[src/rtl/icache_if.sv]
// Datapath and memory-side signals of the instruction cache.
// The cache uses the slave view; whatever drives requests and memory uses the master view.
interface icache_if;
  logic        imemREN;
  logic [31:0] imemaddr;
  logic        ihit;
  logic [31:0] imemload;
  logic        iREN;
  logic [31:0] iaddr;
  logic        iwait;
  logic [31:0] iload;

  modport slave (
    input  imemREN, imemaddr, iwait, iload,
    output ihit, imemload, iREN, iaddr
  );

  modport master (
    output imemREN, imemaddr, iwait, iload,
    input  ihit, imemload, iREN, iaddr
  );
endinterface

[src/rtl/icache.sv]
// Direct-mapped one-word icache: zero-cycle hit; a miss stalls for memory latency + 1 while iwait holds FILL.
// Defining ICACHE_STATS_EN adds saturating hit_count/miss_count outputs.
module icache #(
  parameter int SETS = 16
) (
  input  logic        CLK,
  input  logic        RST,
  icache_if.slave     bus
`ifdef ICACHE_STATS_EN
  ,
  output logic [31:0] hit_count,
  output logic [31:0] miss_count
`endif
);

  localparam int IDX_W = $clog2(SETS);
  localparam int TAG_W = 30 - IDX_W;

  typedef enum logic {IDLE, FILL} state_t;

  state_t            state_q;
  logic [29:0]       fill_word_q;
  logic [SETS-1:0]   valid_q;
  logic [TAG_W-1:0]  tag_q  [SETS];
  logic [31:0]       data_q [SETS];

  logic [IDX_W-1:0]  req_idx;
  logic [TAG_W-1:0]  req_tag;
  logic [IDX_W-1:0]  fill_idx;
  logic [TAG_W-1:0]  fill_tag;
  logic              hit;
  logic              miss;
  logic              fill_done;
  logic              unused_offset;

  assign req_idx       = bus.imemaddr[IDX_W+1:2];
  assign req_tag       = bus.imemaddr[31:IDX_W+2];
  assign fill_idx      = fill_word_q[IDX_W-1:0];
  assign fill_tag      = fill_word_q[29:IDX_W];
  assign unused_offset = ^bus.imemaddr[1:0];

  assign hit       = (state_q == IDLE) && bus.imemREN && valid_q[req_idx]
                     && (tag_q[req_idx] == req_tag);
  assign miss      = (state_q == IDLE) && bus.imemREN && !hit;
  assign fill_done = (state_q == FILL) && !bus.iwait;

  assign bus.ihit     = hit;
  assign bus.imemload = hit ? data_q[req_idx] : '0;
  assign bus.iREN     = (state_q == FILL);
  assign bus.iaddr    = (state_q == FILL) ? {fill_word_q, 2'b00} : '0;

  // The fill address is captured once at the miss; later request changes are ignored until IDLE.
  always_ff @(posedge CLK or posedge RST) begin
    if (RST) begin
      state_q     <= IDLE;
      fill_word_q <= '0;
      valid_q     <= '0;
    end else begin
      case (state_q)
        IDLE: begin
          if (miss) begin
            fill_word_q <= bus.imemaddr[31:2];
            state_q     <= FILL;
          end
        end
        FILL: begin
          if (!bus.iwait) begin
            valid_q[fill_idx] <= 1'b1;
            state_q           <= IDLE;
          end
        end
        default: state_q <= IDLE;
      endcase
    end
  end

  // Tag/data storage is unreset; valid_q alone decides whether an entry is usable.
  always_ff @(posedge CLK) begin
    if (fill_done && !RST) begin
      tag_q[fill_idx]  <= fill_tag;
      data_q[fill_idx] <= bus.iload;
    end
  end

`ifdef ICACHE_STATS_EN
  logic [31:0] hit_cnt_q, hit_cnt_d;
  logic [31:0] miss_cnt_q, miss_cnt_d;

  always_comb begin
    hit_cnt_d  = hit_cnt_q;
    miss_cnt_d = miss_cnt_q;
    if (hit && (hit_cnt_q != 32'hFFFF_FFFF)) begin
      hit_cnt_d = hit_cnt_q + 32'd1;
    end
    if (miss && (miss_cnt_q != 32'hFFFF_FFFF)) begin
      miss_cnt_d = miss_cnt_q + 32'd1;
    end
  end

  always_ff @(posedge CLK or posedge RST) begin
    if (RST) begin
      hit_cnt_q  <= '0;
      miss_cnt_q <= '0;
    end else begin
      hit_cnt_q  <= hit_cnt_d;
      miss_cnt_q <= miss_cnt_d;
    end
  end

  assign hit_count  = hit_cnt_q;
  assign miss_count = miss_cnt_q;
`endif

endmodule

[src/flat_wrapper.sv]
// flat-port wrapper written by rule: the top's interface ports become plain ports
module icache_flat 
#(
  parameter int SETS = 16
)
  (CLK, RST, bus_imemREN, bus_imemaddr, bus_iwait, bus_iload, bus_ihit, bus_imemload, bus_iREN, bus_iaddr);
  icache_if bus_i ();
  input  logic CLK;
  input  logic RST;
  input wire logic [$bits(bus_i.imemREN)-1:0] bus_imemREN;
  input wire logic [$bits(bus_i.imemaddr)-1:0] bus_imemaddr;
  input wire logic [$bits(bus_i.iwait)-1:0] bus_iwait;
  input wire logic [$bits(bus_i.iload)-1:0] bus_iload;
  output wire logic [$bits(bus_i.ihit)-1:0] bus_ihit;
  output wire logic [$bits(bus_i.imemload)-1:0] bus_imemload;
  output wire logic [$bits(bus_i.iREN)-1:0] bus_iREN;
  output wire logic [$bits(bus_i.iaddr)-1:0] bus_iaddr;
  assign bus_i.imemREN = bus_imemREN;
  assign bus_i.imemaddr = bus_imemaddr;
  assign bus_i.iwait = bus_iwait;
  assign bus_i.iload = bus_iload;
  assign bus_ihit = bus_i.ihit;
  assign bus_imemload = bus_i.imemload;
  assign bus_iREN = bus_i.iREN;
  assign bus_iaddr = bus_i.iaddr;
  icache #(.SETS(SETS)) u_core (.CLK(CLK), .RST(RST), .bus(bus_i));
endmodule
[config.mk]
export PLATFORM = sky130hd
export DESIGN_NAME = icache_flat
export DESIGN_NICKNAME = d
export VERILOG_FILES = /design/src/rtl/icache_if.sv /design/src/rtl/icache.sv /design/src/flat_wrapper.sv
export SDC_FILE = /design/constraint.sdc
export NUM_CORES = 1
export LEC_CHECK = 0
export BUFFER_PORTS_ARGS = -buffer_cell sky130_fd_sc_hd__buf_2
export CAP_MARGIN = 20
export CORE_UTILIZATION = 50
export DETAILED_ROUTE_END_ITERATION = 6
export GPL_TIMING_DRIVEN = 0
export PLACE_DENSITY = 0.72
export REMOVE_ABC_BUFFERS = 1
export SLEW_MARGIN = 20
export SYNTH_ARGS = -nofsm -noshare
export SYNTH_HDL_FRONTEND = slang
export SYNTH_SLANG_ARGS = --single-unit
[constraint.sdc]
create_clock -name CLK -period 7.6 [get_ports CLK]
set_clock_uncertainty 0.15 [all_clocks]
set_input_delay 2.28 -clock CLK [delete_from_list [all_inputs] [get_ports CLK]]
set_output_delay 2.28 -clock CLK [all_outputs]
set_load 0.01 [all_outputs]
==> flow_summary.toml, run 1 <==
[cts]
path_clk_slew_ns = 0.06
cts_tree = "built"
htree_levels = 3
holdBufCountCts = 0
clock_latency_ns = 0.65
clockBufferDepth = 3
clock_sinks = 975
cts-root-buf = "clkbuf_16"
cts_buffers = 95

[timing]
slew_viol_final = 0
worst-slew-pin-transition_ns = 0.778
min_period_over_period_pct = 101
finalSetupViolations = 32
setup_tns_ns = -2.24
rsz0062_at_grt = "yes"
holdWs_ns = 0.312
max_freq_ghz = 0.130
hold_violations = 0
finalCriticalPeriod_ns = 7.70
slew-limit-headroom_pct = 48.0
postLayoutSetupSlackWorst_ns = -0.101

[run_status]
violations = "setup timing"
outcome = "finished with violations"

[setup_path]
endpoint_kind = "output port"
cp_max_fo = 33
crit_end = "bus_imemload[12]"
r2r_slack_ns = 3.67
critPathLaunchType = "primary input"
cp_data_required_time_ns = 5.17
cp-startpoint = "bus_imemaddr[4]"
arrival_ns = 5.27
r2r_end = "u_core.fill_word_q[29]"
r2r_start = "u_core.tag_q[3][17]"
rr_worst_depth = 11
crit_type = "primary input to output port"

[power_and_ir_drop]
power_per_cell_area_nw_per_um2 = 256
p_leak_nw = 15.3
irDropWorstVdd_mv = 0.148

[synthesis]
ys_ff_latch = 975
yosysTopAreaCell = "edfxtp_1"
ys_types = 52
synth_top_area_share_pct = 73.3
syn-cell-area_um2 = 38000
yosys_most_used_dff = "edfxtp_1"
syn_avg_cell_area_um2 = 22.8
synth_edf_count = 928
seq_area_frac_synth_pct = 76.4
yosysWarnings = 0
async_reset_ff_share_pct = 4.82
syn_inst = 1667
synth_area_leaders = "edfxtp_1 73%, mux4_2 15%, dfrtp_1 3.1%"

[finish]
fin_nets = 2010
area_growth_pct = 21.1
postLayoutCellArea_um2 = 46000
fill_cells = 4892
drive_gt1_share_pct = 37.4

[global_routing]
track_usage_pct = 25.4
grt-ovfl-total = 0
grt_max_degree = 69
antenna_found_initial = 7
grt_pass1_vias = 19700
grt_pass1_wl_um = 139000

[drt]
drt-vias-per-instance = 6.35
wire_per_inst_um = 32.4
antenna_left = 0
drt_drc_violations_left = 0
dr.pass1.iters = 5
drt-total-wl_um = 96800
drt_iter0_markers = 2115
vias = 19000

[min_path]
min_path_type = "flip-flop to flip-flop"

[die]
die_w_um = 278
start_util_pct = 50.8
dieArea_um2 = 77100
core_um2 = 74800
io_pins = 134
rows = 100
die_h_um = 278

[run]
maxCapViolations = 0

[placed_design]
gp_congestion = 0.712
hpwlAfterDp_um = 53300
dpl_cell_area_um2 = 41600
port_buffers = 129
-- stage by stage --
step	worst slack, ns	utilization (%)	std cells	total power, mW
finish	-0.101	61.5	2990	11.8
global route	-0.166	61.5	2989	12.1
CTS	-0.0641	61.3	2984	11.8
detailed placement	-2.65	55.6	2762	7.24
global placement	-10.97	52.7	2679	7.20
floorplan	0.0820	-	1581	6.81
-- routing by layer --
metal  GRT usage (%)  vias to the layer above  share of wire, %
met2            43.2                     1022                52
met4            9.00                        8               3.1
met1            33.6                    10200                38
met3            3.92                      195               7.4
met5               0                        -             0.058
li1                -                     7595                 -
-- worst min-delay path by stage --
stage | cells past startpoint | startpoint | endpoint | slack, ns
2_1_floorplan | 1 | u_core.valid_q[12] | u_core.valid_q[12] | 0.27
6_report | 1 | u_core.valid_q[1] | u_core.valid_q[1] | 0.31
3_5_place_dp | 1 | u_core.valid_q[12] | u_core.valid_q[12] | 0.29
4_1_cts | 1 | u_core.valid_q[12] | u_core.valid_q[12] | 0.31
3_3_place_gp | 1 | u_core.valid_q[13] | u_core.valid_q[13] | 0.28
5_1_grt | 1 | u_core.valid_q[6] | u_core.valid_q[6] | 0.33
-- report_power, final --
part           total, mW  switching (mW)  internal [mW]  leakage (nW)
clock network       4.55            1.96           2.59          1.46
logic              0.858           0.425          0.433          4.98
registers           6.37           0.212           6.15          8.90
-- state kept, by name, indices dropped and copies added, names as in the netlist --
signal              count
u_core.tag_q          416
u_core.data_q         512
u_core.valid_q         16
u_core.bus.iREN         1
u_core.fill_word_q     30
-- cell type report --
type	count	area [um^2]	area share, %
clock inverter	59	467	1.01
timing repair buffer	264	3840	8.35
tap	969	1210	2.63
clock buffer	115	2520	5.47
antenna	2	5.00	0.0109
multi-input combinational	600	8860	19.3
sequential	975	29000	63.1
inverter	6	67.6	0.147
-- kinds of logic (layout without fill, tap and decap cells) --
| group | Yosys count | after routing | share of synthesized area, % |
|---|---|---|---|
| AOI/OAI and AO/OA | 55 | 55 | 1.05 |
| xor gates and xnor gates | 32 | 32 | 0.737 |
| buffers and inverters | 93 | 444 | 1.15 |
| DFF | 975 | 975 | 76.4 |
| muxes | 350 | 350 | 18.2 |
| other | 1 | 4 | 0.00987 |
| and+or+nand+nor | 161 | 161 | 2.47 |
-- worst max-delay path: stages --
cell	delay, ns
buf_16	0.19
bufbuf_16	0.39
mux4_2	0.35
mux2i_2	0.22
xnor2_1	0.12
nor3_2	0.26
o221ai_2	0.21
nor4_4	0.38
buf_6	0.18
buf_4	0.13
buf_8	0.13
and3_4	0.22
buf_6	0.11
-- cell usage in the layout, fill, tap and decap left out, types with 6 or more instances in the layout --
| cell | count |
|---|---|
| buf_8 | 6 |
| mux2_4 | 29 |
| nor2b_1 | 10 |
| nand4_1 | 9 |
| bufinv_16 | 7 |
| clkbuf_16 | 99 |
| and3_1 | 13 |
| o21ai_0 | 7 |
| buf_2 | 104 |
| a21oi_1 | 6 |
| a21o_1 | 13 |
| xor2_1 | 8 |
| a22oi_1 | 7 |
| buf_16 | 58 |
| clkbuf_1 | 17 |
| buf_6 | 26 |
| nor2_1 | 8 |
| clkinv_1 | 26 |
| clkinv_2 | 19 |
| dfrtp_1 | 46 |
| mux2i_1 | 51 |
| nor2_4 | 16 |
| buf_4 | 20 |
| nand2_1 | 21 |
| and2_1 | 36 |
| mux2i_2 | 8 |
| mux4_2 | 260 |
| xnor2_1 | 23 |
| buf_12 | 34 |
| bufbuf_16 | 15 |
| edfxtp_1 | 928 |
| and3_4 | 22 |
-- synthesized netlist by cell type (4+ instances only) --
cell,n
clkbuf_1,35
nor2b_1,10
a22oi_1,7
a21o_1,13
nand4_1,9
xor2_1,8
edfxtp_1,928
a211oi_1,4
buf_2,20
o21bai_1,4
and2_1,36
nand2_1,21
or3_1,4
buf_6,6
mux2i_1,60
buf_1,21
a21oi_1,6
o21ai_0,7
inv_1,4
xnor2_1,24
nor2_1,24
mux2_4,29
buf_4,5
mux4_2,260
and3_1,37
dfrtp_1,47
-- timing repair --
| action | CTS | global route |
|---|---|---|
| endpoints found under the setup margin | 33 | 33 |
| gates resized for setup | 88 | 14 |
| buffers inserted | 29 | 4 |
| pin swaps | 15 | 11 |
| cloned | 20 | 1 |
No activity file was read; power rests on OpenSTA's default activity.
==> inputs of run 2 (changes only) <==
--- a/config.mk
+++ b/config.mk
@@ -16,3 +16,4 @@
 export SYNTH_ARGS = -nofsm -noshare
 export SYNTH_HDL_FRONTEND = slang
 export SYNTH_SLANG_ARGS = --single-unit
+export TNS_END_PERCENT = 50
==> run 2 against run 1 <==
Effect of this change:
- the run still ends with setup timing left
- clock-buffer cell count unchanged
- cell area about the same
- sequential share of layout area about the same
- maximum frequency increased by 0.40%
- non-clock buffer count unchanged
- combinational power about the same
- die area unchanged
- final cell count unchanged
- worst setup slack improved by 0.031 ns
- critical path depth increased by 2
- global-route usage about the same
- largest cell class unchanged
==> flow_summary.toml, run 2 (synthesis results as in run 1) <==
[run_status]
outcome = "finished with violations"
violations = "setup timing"

[die]
dieArea_um2 = 77100
rows = 100
core_um2 = 74800
start_util_pct = 50.8
die_h_um = 278
io_pins = 134
die_w_um = 278

[timing]
hold_violations = 0
rsz0062_at_grt = "yes"
slew_viol_final = 0
finalSetupViolations = 31
worst-slew-pin-transition_ns = 0.774
finalCriticalPeriod_ns = 7.67
postLayoutSetupSlackWorst_ns = -0.0700
setup_tns_ns = -1.20
max_freq_ghz = 0.130
min_period_over_period_pct = 101
slew-limit-headroom_pct = 48.3

[min_path]
min_path_type = "flip-flop to flip-flop"

[drt]
antenna_left = 0
drt_iter0_markers = 2112
dr.pass1.iters = 5
vias = 19000
drt-vias-per-instance = 6.37
wire_per_inst_um = 32.4
drt-total-wl_um = 96700
drt_drc_violations_left = 0

[global_routing]
grt-ovfl-total = 0
grt_use_met3_pct = 3.92
gr-usage-met1_pct = 33.7
top_usage_layer = "met2"
grt_max_degree = 69
grt.met2_usage_pct = 43.1
antenna_found_initial = 8
track_usage_pct = 25.5
grt_pass1_wl_um = 139000
grt_pass1_vias = 19700

[cts]
clock_sinks = 975
cts_buffers = 95
clock_latency_ns = 0.65
cts_tree = "built"
clockBufferDepth = 3
holdBufCountCts = 0
htree_levels = 3
path_clk_slew_ns = 0.06
cts-root-buf = "clkbuf_16"

[finish]
fin_nets = 2010
regMostFlops = "u_core.data_q"
area_growth_pct = 21.0
largest_registers = "u_core.data_q (512), u_core.tag_q (416), u_core.fill_word_q (30)"
final_common_cell = "edfxtp_1"
fill_cells = 4893
layout_common_cells = "928 x edfxtp_1, 260 x mux4_2, 105 x buf_2"
largest_reg_flops = 512
drive_gt1_share_pct = 37.3

[setup_path]
cp_slowest_cell = "mux4_2"
cp_data_required_time_ns = 5.17
cp_max_fo = 8
crit_family = "buffers and inverters"
arrival_ns = 5.24
r2r_slack_ns = 3.67
endpoint_kind = "output port"
critPathLaunchType = "primary input"
path_buf_inv = 8
cpPeakStageDelay_ns = 0.52
crit_chain = "buf_16 -> buf_16 -> buf_12 -> buf_6 -> mux4_2 -> mux2i_2 -> xnor2_1 -> nor3_2 -> o221ai_2 -> nor4_4 -> buf_6 -> buf_12 -> buf_4 -> and3_4 -> buf_6"
crit_type = "primary input to output port"
crit_top_cell = "buf_6"

[power_and_ir_drop]
irDropWorstVdd_mv = 0.149
p_total_mw = 11.8
power_per_cell_area_nw_per_um2 = 256
p_leak_nw = 15.3

[run]
maxCapViolations = 0

[placed_design]
port_buffers = 129
gp_congestion = 0.712
hpwlAfterDp_um = 53300
run 2: final cells by class:
cell class              instances  area [um^2]  area share (%)
inverters                       6         67.6           0.147
clock inverters                59          467            1.01
clock buffers                 115         2520            5.47
multi-input cells             600         8850            19.3
flip-flops and latches        975        29000            63.2
repair buffers                264         3820            8.32
diodes                          2         5.00          0.0109
well taps                     969         1210            2.64
run 2: final timing paths:
| kind | cells after the start | from | to |
|---|---|---|---|
| setup / recovery | 15 | bus_imemaddr[3] | bus_imemload[11] |
| setup reg to reg | 11 | u_core.tag_q[3][17] | u_core.fill_word_q[29] |
| max in group asynchronous | 3 | RST | u_core.bus.iREN |
| hold / removal | 1 | u_core.valid_q[1] | u_core.valid_q[1] |
| hold reg to reg | 1 | u_core.valid_q[1] | u_core.valid_q[1] |
| min in group asynchronous | 2 | RST | u_core.fill_word_q[23] |
run 2: repair_timing:
item / CTS / global route
gates resized for setup: 83 / 15
endpoints found under the setup margin: 33 / 33
gates cloned: 20 / 1
buffers inserted: 29 / 4
pin swaps: 15 / 12
run 2: layer usage:
metal / vias to the layer above / wire length, um
met2: 1066 / 50100
li1: 7596 / -
met3: 186 / 7450
met4: 8 / 2950
met5: - / 55
met1: 10200 / 36200
run 2: stage by stage:
stage | util (%) | area [um^2] | instances | hold slack [ns] | setup WS [ns]
global placement | 52.7 | 39500 | 2679 | 0.284 | -10.97
detailed placement | 55.6 | 41600 | 2762 | 0.294 | -2.65
floorplan | - | 37600 | 1581 | 0.273 | 0.0820
global route | 61.5 | 46000 | 2989 | 0.332 | -0.166
CTS | 61.3 | 45900 | 2984 | 0.308 | -0.0641
finish | 61.5 | 46000 | 2990 | 0.313 | -0.0700
run 2: power breakdown:
group / switching [mW] / internal [mW]
sequential: 0.211 / 6.15
combinational: 0.425 / 0.432
clock: 1.96 / 2.59
==> inputs of run 3 (changes only) <==
--- a/config.mk
+++ b/config.mk
@@ -8,6 +8,7 @@
 export BUFFER_PORTS_ARGS = -buffer_cell sky130_fd_sc_hd__buf_2
 export CAP_MARGIN = 20
 export CORE_UTILIZATION = 50
+export CTS_BUF_LIST = sky130_fd_sc_hd__clkbuf_16
 export DETAILED_ROUTE_END_ITERATION = 6
 export GPL_TIMING_DRIVEN = 0
 export PLACE_DENSITY = 0.72
==> constraint.sdc (replaced) <==
create_clock -name CLK -period 6.9 [get_ports CLK]
set_clock_uncertainty 0.15 [all_clocks]
set_input_delay 2.07 -clock CLK [delete_from_list [all_inputs] [get_ports CLK]]
set_output_delay 2.07 -clock CLK [all_outputs]
set_load 0.01 [all_outputs]
==> run 3 against run 2 <==
Effect of this change:
- the run still ends with setup timing left
- critical path depth fell by 2
- cell area grew 0.18%
- worst setup slack got worse by 0.30 ns
- combinational power rose by 11%
- clock power grew 9.7%
- sequential power rose by 10%
- flip-flop and latch count unchanged
- first-iteration DRC count shrank 0.71%
- clock-buffer cell count down 17
==> flow_summary.toml, run 3 (synthesis results as in run 1) <==
[cts]
clock_latency_ns = 0.65
cts-root-buf = "clkbuf_16"
clock_sinks = 975
cts_buffers = 95
clockBufferDepth = 3
path_clk_slew_ns = 0.06
htree_levels = 3
cts_tree = "built"
holdBufCountCts = 0

[finish]
final_common_cell = "edfxtp_1"
fin_nets = 2015
drive_gt1_share_pct = 37.5
layout_common_cells = "928 x edfxtp_1, 260 x mux4_2, 104 x buf_2"
postLayoutCellArea_um2 = 46100
regMostFlops = "u_core.data_q"
largest_reg_flops = 512
fill_cells = 4889
area_growth_pct = 21.2
largest_registers = "u_core.data_q (512), u_core.tag_q (416), u_core.fill_word_q (30)"

[global_routing]
track_usage_pct = 25.5
grt_max_degree = 69
antenna_found_initial = 8
grt-ovfl-total = 0
grt_pass1_wl_um = 139000
grt_pass1_vias = 19700

[timing]
worst-slew-pin-transition_ns = 0.781
rsz0062_at_grt = "yes"
setup_tns_ns = -10.96
slew_viol_final = 0
finalSetupViolations = 33
max_freq_ghz = 0.138
slew-limit-headroom_pct = 47.8
hold_violations = 0
postLayoutSetupSlackWorst_ns = -0.371
min_period_over_period_pct = 105
finalCriticalPeriod_ns = 7.27

[placed_design]
dpl_cell_area_um2 = 41600
port_buffers = 129
gp_congestion = 0.712
hpwlAfterDp_um = 53300

[die]
die_w_um = 278
dieArea_um2 = 77100
core_um2 = 74800
die_h_um = 278
io_pins = 134
rows = 100
start_util_pct = 50.8

[drt]
drt_iter0_markers = 2097
wl_met2_um = 50000
met3_length_um = 7450
antenna_left = 0
drt-total-wl_um = 96900
routed.top_layer = "met5"
wire_per_inst_um = 32.4
drt_drc_violations_left = 0
vias = 19000
met1_length_um = 36300
drt-vias-per-instance = 6.36
dr.pass1.iters = 6

[run_status]
outcome = "finished with violations"
violations = "setup timing"

[run]
maxCapViolations = 0

[power_and_ir_drop]
p_leak_nw = 15.5
power_per_cell_area_nw_per_um2 = 281
irDropWorstVdd_mv = 0.164

[setup_path]
r2r_slack_ns = 2.96
cp_data_required_time_ns = 4.68
cp_max_fo = 33
crit_type = "primary input to output port"
arrival_ns = 5.05
critPathLaunchType = "primary input"
endpoint_kind = "output port"

[min_path]
min_path_type = "flip-flop to flip-flop"
run 3: cell count changes in the layout (fill, tap and decap cells not counted):
cell	previous run	this run
buf_6	25	28
inv_1	2	18
clkbuf_1	17	0
bufbuf_16	14	15
nand2_4	0	1
nand2_1	21	20
buf_4	21	23
buf_2	105	104
inv_2	0	1
run 3: per-layer routing:
layer / vias up / global-route usage (%)
met1: 10200 / 33.7
met5: - / 0
li1: 7603 / -
met2: 1012 / 43.1
met4: 8 / 9.11
met3: 201 / 3.92
run 3: worst max-delay path, stage by stage:
cell       delay, ns
buf_16          0.19
bufbuf_16       0.39
mux4_2          0.35
mux2i_2         0.22
xnor2_1         0.12
nor3_2          0.27
o221ai_2        0.21
nor4_4          0.36
buf_6           0.18
buf_12          0.15
buf_4           0.14
and3_4          0.20
buf_6           0.10
run 3: layout make-up:
cell class                 count  area (um^2)  area share (%)
antenna                        2         5.00          0.0109
clock inverter                76          531            1.15
multi-input combinational    600         8860            19.2
tap                          969         1210            2.63
sequential                   975        29000            63.0
timing repair buffer         269         3900            8.47
inverter                       6         67.6           0.147
clock buffer                  98         2450            5.32
run 3: path summary, 6_finish.rpt:
check | startpoint | endpoint | cells after the start
setup / recovery | bus_imemaddr[4] | bus_imemload[11] | 13
hold / removal | u_core.valid_q[12] | u_core.valid_q[12] | 1
max in group asynchronous | RST | u_core.fill_word_q[21] | 3
setup reg to reg | u_core.tag_q[3][17] | u_core.fill_word_q[29] | 11
min in group asynchronous | RST | u_core.fill_word_q[14] | 2
hold reg to reg | u_core.valid_q[12] | u_core.valid_q[12] | 1
run 3: timing repair:
item / 4_1_cts / 5_1_grt
setup buffers: 30 / 7
gates cloned: 20 / 1
pin swaps: 16 / 11
hold endpoints to repair: 0 / 0
setup endpoints to repair: 63 / 33
resized for setup: 88 / 15
run 3: metrics by stage:
step / utilization [%] / std cells / setup slack (ns) / total power [mW] / hold slack, ns
after floorplan: - / 1581 / -0.198 / 7.50 / 0.273
after global placement: 52.7 / 2679 / -11.25 / 7.93 / 0.284
after detailed placement: 55.6 / 2762 / -2.93 / 7.97 / 0.294
after CTS: 61.3 / 2985 / -0.344 / 13.0 / 0.308
after global routing: 61.6 / 2994 / -0.449 / 13.3 / 0.332
final: 61.6 / 2995 / -0.371 / 12.9 / 0.306
run 3: where the power goes:
part | internal [mW] | switching [mW]
sequential | 6.78 | 0.233
combinational | 0.480 | 0.468
clock | 2.83 | 2.16
total | 10.1 | 2.86
